**src/rtl/pad_pwr_pkg.sv**
```systemverilog
// Power-state encodings and sequencer FSM states, shared by the pad sequencer and pad_controller.
// Pure declarations: no latency, no flow control.
package pad_pwr_pkg;

  localparam logic [1:0] PS_ACTIVE     = 2'b00;
  localparam logic [1:0] PS_SLEEP      = 2'b01;
  localparam logic [1:0] PS_DEEP_SLEEP = 2'b10;
  localparam logic [1:0] PS_DEEP_WAKE  = 2'b11;

  typedef enum logic [2:0] {
    S_ACTIVE,
    S_SLEEP,
    S_DS_ISO,
    S_DEEP,
    S_RAMP
  } pwr_fsm_e;

  // Isolation and deep sleep both present DEEP_SLEEP to the pads; only the rail differs.
  function automatic logic [1:0] ps_of(input pwr_fsm_e s);
    logic [1:0] ps;
    ps = PS_DEEP_WAKE;
    case (s)
      S_ACTIVE: ps = PS_ACTIVE;
      S_SLEEP:  ps = PS_SLEEP;
      S_DS_ISO: ps = PS_DEEP_SLEEP;
      S_DEEP:   ps = PS_DEEP_SLEEP;
      default:  ps = PS_DEEP_WAKE;
    endcase
    return ps;
  endfunction

endpackage

```
**src/rtl/pad_pwr_ramp_timer.sv**
```systemverilog
// Rail ramp qualifier: pg_cnt counts consecutive vdd_pg-high cycles, to_cnt counts ramp cycles.
// Flags are registered-count compares; start clears both, counters saturate, no backpressure.
module pad_pwr_ramp_timer
  import pad_pwr_pkg::*;
#(
  parameter int unsigned RAMP_CYCLES = 16,
  parameter int unsigned PG_TIMEOUT  = 64
) (
  input  logic clk,
  input  logic rst_n,
  input  logic start,
  input  logic run,
  input  logic vdd_pg,
  output logic ramp_ok,
  output logic timeout
);

  localparam int CW = $clog2(PG_TIMEOUT + 1);
  localparam logic [CW-1:0] CNT_MAX  = CW'(PG_TIMEOUT);
  localparam logic [CW-1:0] RAMP_LIM = CW'(RAMP_CYCLES);

  logic [CW-1:0] pg_cnt_q, pg_cnt_d;
  logic [CW-1:0] to_cnt_q, to_cnt_d;

  always_comb begin
    pg_cnt_d = pg_cnt_q;
    to_cnt_d = to_cnt_q;
    if (start) begin
      pg_cnt_d = '0;
      to_cnt_d = '0;
    end else if (run) begin
      // A single low cycle disqualifies the rail: qualification restarts from zero.
      if (!vdd_pg) begin
        pg_cnt_d = '0;
      end else if (pg_cnt_q != CNT_MAX) begin
        pg_cnt_d = pg_cnt_q + CW'(1);
      end
      if (to_cnt_q != CNT_MAX) begin
        to_cnt_d = to_cnt_q + CW'(1);
      end
    end
  end

  always_ff @(posedge clk or negedge rst_n) begin
    if (!rst_n) begin
      pg_cnt_q <= '0;
      to_cnt_q <= '0;
    end else begin
      pg_cnt_q <= pg_cnt_d;
      to_cnt_q <= to_cnt_d;
    end
  end

  assign ramp_ok = (pg_cnt_q >= RAMP_LIM);
  assign timeout = (to_cnt_q >= CNT_MAX);

endmodule

```
**src/rtl/pad_power_sequencer.sv**
```systemverilog
// Pad power-mode sequencer: registered outputs change on the accept/transition edge; req_ready is
// combinational and low outside stable modes. PAD_SEQ_WAKE_EVT_EN enables wake_evt exit from deep sleep.
module pad_power_sequencer
  import pad_pwr_pkg::*;
#(
  parameter int unsigned RAMP_CYCLES = 16,
  parameter int unsigned PG_TIMEOUT  = 64
) (
  input  logic       clk,
  input  logic       rst_n,
  input  logic       req_valid,
  input  logic [1:0] req_state,
  output logic       req_ready,
  input  logic       wake_evt,
  input  logic       vdd_pg,
  output logic [1:0] power_state,
  output logic       VDD_ON,
  output logic       enter_active,
  output logic       oe_allow,
  output logic       done,
  output logic       err
);

  pwr_fsm_e   state_q, state_d;
  logic [1:0] power_state_q, power_state_d;
  logic       vdd_on_q, vdd_on_d;
  logic       enter_active_q, enter_active_d;
  logic       oe_allow_q, oe_allow_d;
  logic       done_q, done_d;
  logic       err_q, err_d;

  logic start, ramp_ok, timeout, wake, accept, stable;

`ifdef PAD_SEQ_WAKE_EVT_EN
  assign wake = wake_evt && (state_q == S_DEEP);
`else
  logic unused_wake_evt;
  assign unused_wake_evt = wake_evt;
  assign wake            = 1'b0;
`endif

  assign stable    = (state_q == S_ACTIVE) || (state_q == S_SLEEP) || (state_q == S_DEEP);
  assign req_ready = stable && !wake;
  assign accept    = req_valid && req_ready;

  always_comb begin
    state_d        = state_q;
    enter_active_d = 1'b0;
    done_d         = 1'b0;
    err_d          = 1'b0;
    case (state_q)
      S_ACTIVE, S_SLEEP: begin
        if (accept) begin
          if (req_state == ps_of(state_q)) begin
            done_d = 1'b1;
          end else begin
            case (req_state)
              PS_ACTIVE: begin
                state_d        = S_ACTIVE;
                enter_active_d = 1'b1;
                done_d         = 1'b1;
              end
              PS_SLEEP: begin
                state_d = S_SLEEP;
                done_d  = 1'b1;
              end
              PS_DEEP_SLEEP: state_d = S_DS_ISO;
              default:       err_d   = 1'b1;
            endcase
          end
        end
      end
      // Pads see DEEP_SLEEP for a full cycle before the rail is dropped.
      S_DS_ISO: begin
        state_d = S_DEEP;
        done_d  = 1'b1;
      end
      S_DEEP: begin
        if (wake) begin
          state_d = S_RAMP;
        end else if (accept) begin
          if (req_state == PS_DEEP_WAKE) begin
            err_d = 1'b1;
          end else if (req_state == PS_DEEP_SLEEP) begin
            done_d = 1'b1;
          end else begin
            state_d = S_RAMP;
          end
        end
      end
      S_RAMP: begin
        if (ramp_ok) begin
          state_d        = S_ACTIVE;
          enter_active_d = 1'b1;
          done_d         = 1'b1;
        end else if (timeout) begin
          state_d = S_DEEP;
          err_d   = 1'b1;
        end
      end
      default: state_d = S_RAMP;
    endcase

    start         = (state_d == S_RAMP) && (state_q != S_RAMP);
    power_state_d = ps_of(state_d);
    vdd_on_d      = (state_d != S_DEEP);
    oe_allow_d    = (state_d == S_ACTIVE);
  end

  always_ff @(posedge clk or negedge rst_n) begin
    if (!rst_n) begin
      state_q        <= S_RAMP;
      power_state_q  <= PS_DEEP_WAKE;
      vdd_on_q       <= 1'b1;
      enter_active_q <= 1'b0;
      oe_allow_q     <= 1'b0;
      done_q         <= 1'b0;
      err_q          <= 1'b0;
    end else begin
      state_q        <= state_d;
      power_state_q  <= power_state_d;
      vdd_on_q       <= vdd_on_d;
      enter_active_q <= enter_active_d;
      oe_allow_q     <= oe_allow_d;
      done_q         <= done_d;
      err_q          <= err_d;
    end
  end

  pad_pwr_ramp_timer #(
    .RAMP_CYCLES(RAMP_CYCLES),
    .PG_TIMEOUT (PG_TIMEOUT)
  ) u_ramp_timer (
    .clk    (clk),
    .rst_n  (rst_n),
    .start  (start),
    .run    (state_q == S_RAMP),
    .vdd_pg (vdd_pg),
    .ramp_ok(ramp_ok),
    .timeout(timeout)
  );

  assign power_state  = power_state_q;
  assign VDD_ON       = vdd_on_q;
  assign enter_active = enter_active_q;
  assign oe_allow     = oe_allow_q;
  assign done         = done_q;
  assign err          = err_q;

endmodule

```
**config.mk**
```make
export PLATFORM = sky130hd
export DESIGN_NAME = pad_power_sequencer
export DESIGN_NICKNAME = d
export VERILOG_FILES = /design/src/rtl/pad_pwr_pkg.sv /design/src/rtl/pad_pwr_ramp_timer.sv /design/src/rtl/pad_power_sequencer.sv
export SDC_FILE = /design/constraint.sdc
export NUM_CORES = 1
export LEC_CHECK = 0
export BUFFER_PORTS_ARGS = -buffer_cell sky130_fd_sc_hd__clkbuf_2
export CAP_MARGIN = 10
export CORE_AREA = 2 2 57 59
export CTS_BUF_LIST = sky130_fd_sc_hd__clkbuf_8
export DETAILED_ROUTE_END_ITERATION = 12
export DIE_AREA = 0 0 59 61
export PLACE_DENSITY = 0.74
export SYNTH_ARGS = -nofsm -noshare
export SYNTH_HDL_FRONTEND = slang
export SYNTH_SLANG_ARGS = --single-unit
```
**constraint.sdc**
```tcl
create_clock -name clk -period 1.3 [get_ports clk]
set_input_delay 0.26 -clock clk [delete_from_list [all_inputs] [get_ports clk]]
set_output_delay 0.26 -clock clk [all_outputs]
set_load 0.05 [all_outputs]
```
* Yosys cells after proc, flatten, opt, wreduce, memory -nomap -nowiden *
Index checks and enable logic that the tools add are counted.

storage, ports and cells
  flip-flop bits (word level) = 24
  word-level logic and storage cells = 86

cells by class
  add/subtract/negate cells = 2
  magnitude comparators = 2
  equal/unequal tests = 17
  mux-type cells = 40
  reduce and logical (&&, ||, !) cells = 16

operators with widths
  kind                                                  number
  two-way mux 7 bit                                     7
  two-way mux 3 bit                                     7
  two-way mux 1 bit                                     17
  adder 7 x 1 -> 7 bit (second input constant)          2
  != test 7 bit (second input constant)                 2
  equality test 3 x 2 -> 1 bit (second input constant)  4
  one-hot mux 2 bit (3 select lines)                    2
  one-hot mux 3 bit (4 select lines)                    1
  one-hot mux 3 bit (3 select lines)                    1
  OR reduction 2 bit                                    4
  >= comparator 7 x 5 -> 1 bit (second input constant)  1
  >= comparator 7 bit (second input constant)           1
  equality test 3 x 1 -> 1 bit (second input constant)  2
  equality test 3 bit (second input constant)           2
  logical NOT 3 bit                                     2
  equality test 2 bit (second input constant)           2
  two-way mux 2 bit                                     2
  one-hot mux 1 bit (4 select lines)                    1
  AND reduction 2 bit                                   2
  nonzero test 2 bit                                    2
  != test 3 x 1 -> 1 bit (second input constant)        1
  != test 3 x 2 -> 1 bit (second input constant)        1
  != test 3 bit (second input constant)                 1
  one-hot mux 1 bit (3 select lines)                    1
  7 further kinds                                       9

* Logic depth before layout (Yosys ltp) *
Gate-level depths: netlist of run 1.

  depth after elaboration = 14
  gate-level depth with buffers = 6
  gate-level depth less buffers = 6

* Modules after synthesis *
Synthesis of run 1 repeated with hierarchy kept, for this count alone.

unflattened totals
  cells, all modules = 139
  area, all modules = 1,347.5 um^2

modules (own cells, without submodules)
  module               times used  cells each  area each (um^2)  sequential area each (um^2)
  pad_pwr_ramp_timer   1           81          789.5             350.3
  pad_power_sequencer  1           58          558.0             255.2

* Least setup slack after synthesis of run 1 *
OpenSTA, ideal clock, no wires.

  kind = register to register
  start = reg state_q[1]
  end = reg err_q (netlist: err)
  arrival = 1.633 ns
  required time = 1.231 ns
  setup slack = -0.402 ns
  stages on the path, launching flop included = 4
  buffers on the path = 1
  cell sequence = dfrtp_1 > buf_6 > a21oi_1 > a41o_1

on the way
  elaborated cells between the ends (all ways) = 18

RTL lines
  what                                                               line                                                  source
  start: declaration                                                 pad_power_sequencer.sv:24                             pwr_fsm_e state_q, state_d;
  start signal: assignment                                           pad_power_sequencer.sv:120                            state_q <= state_d;
  equality test 3 x 1 -> 1 bit or logical NOT 3 bit (tied branches)  pad_power_sequencer.sv:42                             assign stable = (state_q == S_ACTIVE) || (state_q == S_SLEEP) || (state_q == S_DEEP);
  logical OR 1 bit                                                   pad_power_sequencer.sv:42
  logical OR 1 bit (*)                                               pad_power_sequencer.sv:42
  via req_ready                                                      pad_power_sequencer.sv:13                             output logic req_ready,
  logical AND 1 bit (*)                                              pad_power_sequencer.sv:44                             assign accept = req_valid && req_ready;
  two-way mux 1 bit, on equally long branches                        pad_power_sequencer.sv:81, pad_power_sequencer.sv:53
  one-hot mux 1 bit (3 select lines) (*)                             pad_power_sequencer.sv:51                             case (state_q)
  via err_d                                                          pad_power_sequencer.sv:30                             logic err_q, err_d;
  end signal: assignment                                             pad_power_sequencer.sv:126                            err_q <= err_d;
  end: declaration                                                   pad_power_sequencer.sv:30

Mark *: on every way through the listed nets, which the timed path passes. The rest lies on a longest branch. The select of a mux whose other input is x is not followed.
A chain may end at the register's enable or synchronous reset.

* Final worst setup path of run 1 *
  start = reg state_q[2]
  end = out req_ready

on the way
  cells in the longest elaborated chain, start to end = 3
  elaborated cells between the ends (all ways) = 5

RTL lines
  what                                                               line
  equality test 3 x 1 -> 1 bit or logical NOT 3 bit (tied branches)  pad_power_sequencer.sv:42
  logical OR 1 bit                                                   pad_power_sequencer.sv:42
  logical OR 1 bit (*)                                               pad_power_sequencer.sv:42
  end: declaration                                                   pad_power_sequencer.sv:13

Every way passes the cells marked *; elsewhere a longest branch is shown, timed or not.

==> results_dict.tcl, run 1 <==
set metrics [dict create \
    synth_cell_type_count 36 \
    switching_share_pct 39.1 \
    tightest_slew_ns 0.623 \
    drt_drc_violations_left 0 \
    p_seq_share_pct 25.2 \
    firstDrtPassIters 4 \
    fp.dieW_um 59 \
    ioPinCount 15 \
    die-area_sq_mm 0.00360 \
    finalWirelength_um 3330 \
    core_sq_mm 0.00295 \
    skew_ns 0.00324 \
    tns_ns -2.09 \
    place_congestion 0.840 \
    drive_above_1_share_pct 48.1 \
    pwr-share-comb_pct 59.1 \
    required_ns 1.04 \
    rows 20 \
    cts_tree "yes" \
    mostFrequentLayoutCells "buf_4 (36), dfrtp_1 (18), nor2_1 (14), nand2_1 (13), clkbuf_2 (9)" \
    max_freq_mhz 686 \
    worst_slack_ns -0.158 \
    clk_pin_slew_worst_paths_ns 0.09 \
    ys_seq_area_share_pct 47.7 \
    p_total_mw 4.24 \
    critPathMaxFanout 2 \
    diodes 0 \
    violations "setup timing" \
    htreeDepth 1 \
    clock-root-buffer "clkbuf_8" \
    placed_cells 204 \
    overflow 0 \
    syn_to_final_growth_pct 51.7 \
    min_period_ns 1.46 \
    worst_ep_arrival_time_ns 1.20 \
    syn_area_per_cell_sq_um 9.99 \
    grt_use_total_pct 20.1 \
    viasPerCell 5.40 \
    p_int_mw 2.58 \
    start_util_pct 43.0 \
    synth_cells 127 \
    timing.slew.headroom_pct 58.5 \
    hold_ws_ns 0.289 \
    ir_drop_v 0.00159 \
    dp_hpwl_um 2250 \
    status "complete, but fails checks" \
    slowest_delay_ns 0.54 \
    crit_chain "buf_6 -> buf_6 -> a21oi_4 -> buf_8" \
    antenna_found_initial 0 \
    critPathLaunchType "flop" \
    synth_edf_count 0 \
    numCtsBuffers 3 \
    critPathMostFrequentCell "buf_6" \
    critPathSlowestCell "dfstp_2" \
    hold_viol_final 0 \
    wl_per_cell_um 15.3 \
    grt_pass1_vias 1182 \
    drt_iter0_markers 63 \
    p_leak_nw 0.945 \
    ant_nets 0 \
    cts_sinks 24 \
    slew_viol_final 0 \
    worstSkewPairLatency_ns 0.28 \
    die_h_um 61 \
    nets 197 \
    holdCritPathClass "input port to flop" \
    drv_cap 0 \
    async_reset_ff_share_pct 100 \
    grt_max_degree 25 \
    yosysWarnings 0 \
    synth_area_sq_mm 0.00127 \
    vias 1178 \
    rsz0062_at_grt "true" \
    clkPwrFrac_pct 15.8 \
    p_per_area_mw_per_mm2 2200 \
    post-route-period-util_pct 112 \
    clk_path_buf_depth 2 \
    power.switching_mw 1.66 \
    path_class "flop to primary output" \
    port_buffers 13 \
    fin_cells 218 \
    synthFlopType "dfrtp_1" \
    nFillCells 231 \
    synth_nets 138 \
    endpoint_kind "primary output" \
    final-setup-viol-count 23 \
    grt_pass1_wl_um 5330 \
    mostFrequentLayoutCell "buf_4" \
    synth-seq-cells 24 \
    pre_cts_ws_ns -0.116 \
]
-- registers in the layout, indices dropped and copies added (netlist names) --
| signal | flops |
|---|---|
| u_ramp_timer.pg_cnt_q | 7 |
| u_ramp_timer.to_cnt_q | 7 |
| state_q | 3 |
| power_state | 2 |
| VDD_ON | 1 |
| done | 1 |
| enter_active | 1 |
| err | 1 |
| oe_allow | 1 |
-- power by group through the flow --
stage / clock network, mW / registers, mW / logic [mW]
CTS: 0.678 / 1.06 / 2.23
finish: 0.669 / 1.07 / 2.50
detailed placement: 0 / 1.11 / 1.86
floorplan: 0 / 1.39 / 0.834
global route: 0.709 / 1.09 / 2.65
global placement: 0 / 1.10 / 1.79
-- synthesized netlist by cell type (all sizes together) (2+ instances only) --
cell / instances / area [sq um]
nor3b: 2 / 26.3
xor2: 7 / 61.3
buf: 4 / 32.5
o21ai: 6 / 30.0
nand2b: 2 / 20.0
nor2: 15 / 56.3
a21oi: 4 / 20.0
nand2: 16 / 60.1
o31a: 2 / 26.3
ha: 4 / 50.1
and3: 3 / 18.8
dfrtp: 20 / 500
o22ai: 2 / 12.5
dfstp: 4 / 105
nand4: 8 / 50.1
mux2i: 4 / 40.0
xnor2: 2 / 17.5
nor2b: 2 / 12.5
inv: 8 / 30.0
-- kinds of logic after synthesis --
family | count (synthesis) | synth area share [%]
adder cells (fa/ha/maj) | 4 | 3.94
multiplexers | 4 | 3.16
XOR/XNOR | 9 | 6.21
AND/OR/NAND/NOR | 53 | 22.2
buffers and inverters | 12 | 4.93
flip-flops | 24 | 47.7
AO/OA/AOI/OAI | 21 | 11.8
-- per-stage QoR --
stage	utilization, %	area [sq um]
after floorplan	-	1290
after global placement	55.1	1630
after detailed placement	55.1	1630
after CTS	62.4	1840
after global routing	65.2	1920
final	65.2	1920
-- layout make-up --
cell class	count	area [sq um]	area share [%]
timing repair buffer	58	460	23.9
multi-input combinational	91	713	37.1
clock buffer	3	41.3	2.15
inverter	8	30.0	1.56
clock inverter	1	30.0	1.56
tap	33	41.3	2.15
sequential	24	608	31.6
-- critical path: cells and delay by family, from the launching register on --
kind	cells	cell delay, ns
flops	1	0.54
buf+inv	3	0.35
compound gates	1	0.03
-- per-layer routing --
layer  up-vias  share of wire (%)  track usage, %
met5         -                  0               0
met4         0               0.81            4.87
met3         3                3.1            3.84
met2        27                 54            38.1
met1       582                 42            23.4
li1        566                  -               -
-- worst paths after layout --
kind | slack, ns | startpoint | cells past startpoint | to
max | -0.16 | state_q[2] | 4 | req_ready
min | 0.29 | vdd_pg | 3 | u_ramp_timer.pg_cnt_q[0]
max reg2reg | -0.15 | state_q[1] | 7 | power_state[0]
min reg2reg | 0.60 | u_ramp_timer.to_cnt_q[2] | 2 | u_ramp_timer.to_cnt_q[2]
max in group asynchronous | 0.33 | rst_n | 2 | state_q[1]
min in group asynchronous | 0.52 | rst_n | 2 | oe_allow
-- timing repair --
| action | 4_1_cts | 5_1_grt |
|---|---|---|
| gates resized for setup | 23 | 14 |
| endpoints found under the setup margin | 25 | 26 |
| setup buffers | 6 | 3 |
| endpoints found under the hold margin | 20 | 0 |
| pin swaps | 15 | 9 |
| cloned | 0 | 0 |
| hold buffers | 1 | 0 |
(Power assumes the default switching activity.)
==> run 2, diff against run 1 <==
--- a/config.mk
+++ b/config.mk
@@ -11,6 +11,7 @@
 export CTS_BUF_LIST = sky130_fd_sc_hd__clkbuf_8
 export DETAILED_ROUTE_END_ITERATION = 12
 export DIE_AREA = 0 0 59 61
+export GPL_TIMING_DRIVEN = 0
 export PLACE_DENSITY = 0.74
 export SYNTH_ARGS = -nofsm -noshare
 export SYNTH_HDL_FRONTEND = slang
==> run 2 against run 1 <==
The run still ends with setup timing left; power fell by 4.9%; clock power shrank 3%; clock-buffer cell count is the same; sequential power barely moved; critical path type is now flop to flop.
==> results_dict.tcl, run 2 (synthesis gave the netlist of run 1 again) <==
set metrics [dict create \
    p_per_area_mw_per_mm2 2250 \
    port_buffers 13 \
    critPathSlowestCell "dfstp_2" \
    critPathLaunch "state_q[2]" \
    core_sq_mm 0.00295 \
    cts_tree "yes" \
    critPathLaunchType "flop" \
    crit_chain "nor3b_4 -> buf_6 -> nand4_1 -> xor2_1 -> nor2_1" \
    placed_cells 173 \
    dp_hpwl_um 1860 \
    grt_max_degree 25 \
    endpoint_kind "flop" \
    mostFrequentLayoutCell "dfrtp_1" \
    worstSkewPairLatency_ns 0.27 \
    mostFrequentLayoutCells "dfrtp_1 (20), buf_4 (15), nand2_1 (14), nor2_1 (14)" \
    use_met2_pct 31.6 \
    skew_ns 0.00693 \
    slowest_delay_ns 0.56 \
    path_class "flop to flop" \
    required_ns 1.44 \
    ioPinCount 15 \
    final-setup-viol-count 23 \
    holdCritPathClass "input port to flop" \
    clk_path_buf_depth 2 \
    viasPerCell 5.61 \
    vias 1110 \
    slew_viol_final 0 \
    met1_usage_pct 23.3 \
    drt_drc_violations_left 0 \
    hold_start "vdd_pg" \
    syn_to_final_growth_pct 40.9 \
    clock-root-buffer "clkbuf_8" \
    tightest_slew_ns 0.589 \
    grt_pass1_vias 1047 \
    cts_sinks 24 \
    stdcell_area_sq_mm 0.00179 \
    violations "setup timing" \
    rsz0062_at_grt "true" \
    placed_area_sq_mm 0.00140 \
    min_period_ns 1.51 \
    top_regs "u_ramp_timer.pg_cnt_q: 7 flops, u_ramp_timer.to_cnt_q: 7 flops, state_q: 3 flops" \
    max_freq_mhz 662 \
    wl_per_cell_um 16.2 \
    worst_ep_arrival_time_ns 1.66 \
    start_util_pct 43.0 \
    finalWirelength_um 3210 \
    drt_iter0_markers 96 \
    status "complete, but fails checks" \
    worst_slack_ns -0.210 \
    hold_viol_final 0 \
    grt_pass1_wl_um 4940 \
    rr_startpoint "state_q[2]" \
    die-area_sq_mm 0.00360 \
    busiest_layer "met2" \
    overflow 0 \
    timing.slew.headroom_pct 60.7 \
    p_leak_nw 0.855 \
    antenna_found_initial 0 \
    nets 177 \
    fp.dieW_um 59 \
    drive_above_1_share_pct 41.8 \
    htreeDepth 1 \
    fin_cells 198 \
    clk_pin_slew_worst_paths_ns 0.09 \
    numCtsBuffers 3 \
    ant_nets 0 \
    ir_drop_v 0.000947 \
    tns_ns -2.76 \
    firstDrtPassIters 4 \
    grt_use_total_pct 18.3 \
    grt_use_met3_pct 4.26 \
    rows 20 \
    drv_cap 0 \
    diodes 0 \
    place_congestion 0.846 \
    critPathMaxFanout 5 \
    post-route-period-util_pct 116 \
    die_h_um 61 \
]
run 2: cell types whose count changed in the layout (fill, tap and decap cells not counted), sizes merged:
| cell | previous run | this run |
|---|---|---|
| buf | 46 | 25 |
| clkbuf | 14 | 15 |
run 2: cell type report:
cell class | count | area [sq um]
Clock buffer | 3 | 41.3
Tap cell | 33 | 41.3
Timing Repair Buffer | 34 | 262
Clock inverter | 1 | 30.0
Fill cell | 229 | 1160
Buffer | 4 | 45.0
Inverter | 8 | 35.0
Multi-Input combinational cell | 91 | 728
Sequential cell | 24 | 606
run 2: worst paths after layout:
check,slack [ns],endpoint,cells past startpoint
max,-0.21,u_ramp_timer.pg_cnt_q[4],5
min,0.28,u_ramp_timer.pg_cnt_q[1],3
max reg2reg,-0.21,u_ramp_timer.pg_cnt_q[4],5
min reg2reg,0.54,state_q[2],1
max in group asynchronous,0.38,err,2
min in group asynchronous,0.52,state_q[0],2
run 2: worst max-delay path: cells and delay by family, from the launching register on:
kind	cells	cell delay, ns
DFF	1	0.56
buffers and inverters	1	0.17
and+or+nand+nor	3	0.49
xor gates and xnor gates	1	0.17
run 2: layer usage:
metal / share of wire [%] / up-vias
li1: - / 521
met1: 43 / 549
met2: 52 / 32
met3: 3.3 / 8
met4: 2.1 / 0
met5: 0 / -
run 2: what timing repair did:
action | in CTS | in global routing
cloned | 1 | 0
hold buffers | 1 | 0
pin swaps | 9 | 10
endpoints found under the setup margin | 28 | 23
setup buffers | 11 | 9
endpoints found under the hold margin | 1 | 0
gates resized for setup | 26 | 15
run 2: through the flow:
stage               util (%)  worst slack (ns)  hold slack (ns)  power, mW
detailed placement      47.3            -0.209            0.290       2.56
finish                  60.6            -0.210            0.284       4.03
CTS                     56.4            -0.157            0.278       3.63
floorplan                  -           -0.0531          -0.0356       2.22
global placement        47.3            -0.159            0.278       2.50
global route            60.6            -0.278            0.298       4.24
run 2: where the power goes:
part           total, mW  switching [mW]  internal [mW]
Combinational       2.31            1.29           1.01
Clock              0.651           0.240          0.411
Sequential          1.07           0.105          0.968
==> run 3, diff against run 2 <==
--- a/config.mk
+++ b/config.mk
@@ -12,7 +12,7 @@
 export DETAILED_ROUTE_END_ITERATION = 12
 export DIE_AREA = 0 0 59 61
 export GPL_TIMING_DRIVEN = 0
-export PLACE_DENSITY = 0.74
+export PLACE_DENSITY = 0.75
 export SYNTH_ARGS = -nofsm -noshare
 export SYNTH_HDL_FRONTEND = slang
 export SYNTH_SLANG_ARGS = --single-unit
==> run 3 against run 2 <==
The flow still finishes with violations (setup timing); global-route usage is 0.56 points lower; sequential share of layout area grew 1.9 points; clock-buffer cell count stayed put; critical endpoint is now req_ready.
==> results_dict.tcl, run 3 (synthesis gave the netlist of run 1 again) <==
set metrics [dict create \
    status "complete, but fails checks" \
    violations "setup timing" \
    worst_slack_ns -0.221 \
    grt_use_total_pct 17.7 \
    p_total_mw 3.61 \
    p_leak_nw 0.810 \
    overflow 0 \
    pwr-share-comb_pct 57.5 \
    grt_pass1_wl_um 4810 \
    dp_hpwl_um 1860 \
    critPathMaxFanout 9 \
    p_seq_share_pct 30.1 \
    top_regs "u_ramp_timer.pg_cnt_q: 7 flops, u_ramp_timer.to_cnt_q: 7 flops, state_q: 3 flops" \
    drt_iter0_markers 56 \
    clock-root-buffer "clkbuf_8" \
    seqCellArea_sq_um 606 \
    rsz0062_at_grt "true" \
    clkPwrFrac_pct 12.4 \
    htreeDepth 1 \
    mostFrequentLayoutCells "dfrtp_1 (20), nor2_1 (15), nand2_1 (14), buf_4 (14), clkbuf_2 (9)" \
    mostFrequentLayoutCell "dfrtp_1" \
    drv_cap 0 \
    grt_max_degree 25 \
    p_per_area_mw_per_mm2 2130 \
    firstDrtPassIters 5 \
    placed_cells 173 \
    cts_sinks 24 \
    clk_pin_slew_worst_paths_ns 0.08 \
    antenna_found_initial 0 \
    vias 1073 \
    ioPinCount 15 \
    wl_per_cell_um 15.2 \
    final-setup-viol-count 21 \
    port_buffers 13 \
    grt_pass1_vias 1106 \
    critPathLaunchType "flop" \
    hold_ws_ns 0.287 \
    endpoint_kind "primary output" \
    placed_area_sq_mm 0.00140 \
    rows 20 \
    die-area_sq_mm 0.00360 \
    fp.dieW_um 59 \
    place_congestion 0.836 \
    cts_tree "yes" \
    ir_drop_v 0.000729 \
    holdCritPathClass "input port to flop" \
    drive_above_1_share_pct 40.0 \
    numCtsBuffers 3 \
    die_h_um 61 \
    slew_viol_final 0 \
    power.switching_mw 1.54 \
    diodes 0 \
    ant_nets 0 \
    nets 172 \
    max_freq_mhz 658 \
    p_int_mw 2.06 \
    min_period_ns 1.52 \
    multi_input_area_sq_um 712 \
    clk_path_buf_depth 2 \
    worstSkewPairLatency_ns 0.27 \
    required_ns 1.04 \
    viasPerCell 5.56 \
    finalWirelength_um 2930 \
    tightest_slew_ns 0.600 \
    post-route-period-util_pct 117 \
    nFillCells 242 \
    syn_to_final_growth_pct 33.4 \
    path_class "flop to primary output" \
    hold_viol_final 0 \
    start_util_pct 43.0 \
    pre_cts_ws_ns -0.191 \
    stdcell_area_sq_mm 0.00169 \
    fin_cells 193 \
    worst_ep_arrival_time_ns 1.26 \
    timing.slew.headroom_pct 60.0 \
    switching_share_pct 42.8 \
    drt_drc_violations_left 0 \
    core_sq_mm 0.00295 \
    skew_ns 0.00439 \
]
## run 3: cell types whose count changed in the layout (fill, tap and decap cells not counted), moves of 2 or more
cell / before / now
buf_6: 9 / 5
inv_2: 1 / 3
inv_4: 2 / 0
o21ai_2: 2 / 4
## run 3: what timing repair did
item	4_1_cts	5_1_grt
buffers inserted	11	3
pin swaps	2	3
gates cloned	0	1
endpoints found under the hold margin	17	0
setup endpoints to repair	27	23
gates resized for setup	20	16
hold buffers	1	0
## run 3: final timing paths
| kind | cells past startpoint | start | to | slack [ns] |
|---|---|---|---|---|
| worst max-delay path | 4 | state_q[2] | req_ready | -0.22 |
| worst min-delay path | 3 | vdd_pg | u_ramp_timer.pg_cnt_q[0] | 0.29 |
| worst max register to register | 4 | state_q[2] | u_ramp_timer.pg_cnt_q[2] | -0.20 |
| worst min register to register | 3 | u_ramp_timer.pg_cnt_q[0] | u_ramp_timer.pg_cnt_q[0] | 0.55 |
| max in group asynchronous | 2 | rst_n | oe_allow | 0.39 |
| min in group asynchronous | 2 | rst_n | state_q[1] | 0.52 |
## run 3: power groups by stage
stage / logic (mW) / clock network, mW / registers [mW]
detailed placement: 1.42 / 0 / 1.12
finish: 2.07 / 0.449 / 1.08
global placement: 1.38 / 0 / 1.11
floorplan: 0.834 / 0 / 1.39
CTS: 1.80 / 0.459 / 1.08
global route: 2.21 / 0.486 / 1.11
## run 3: metrics by stage
stage,utilization [%],TNS [ns]
finish,57.3,-2.65
global route,57.3,-3.93
CTS,54.3,-1.89
detailed placement,47.3,-3.05
global placement,47.3,-2.21
floorplan,-,-0.385
## run 3: area by class of cell
| cell class | instances | share of cell area (%) |
|---|---|---|
| Multi-Input combinational cell | 91 | 42.1 |
| Inverter | 8 | 2.07 |
| Timing Repair Buffer | 29 | 12.3 |
| Clock buffer | 3 | 2.44 |
| Buffer | 4 | 2.66 |
| Sequential cell | 24 | 35.8 |
| Tap cell | 33 | 2.44 |
| Clock inverter | 1 | 0.222 |
## run 3: critical path, cell delays in order (launching register included)
cell     delay (ns)
dfstp_2        0.55
buf_4          0.12
buf_6          0.13
a21oi_4        0.05
buf_8          0.15
## run 3: metal layers
layer  share of wire (%)  global-route usage, %
met1                  45                   19.7
met2                  51                   33.2
met3                 2.7                   4.05
met4                 1.2                   6.17
met5                   0                      0
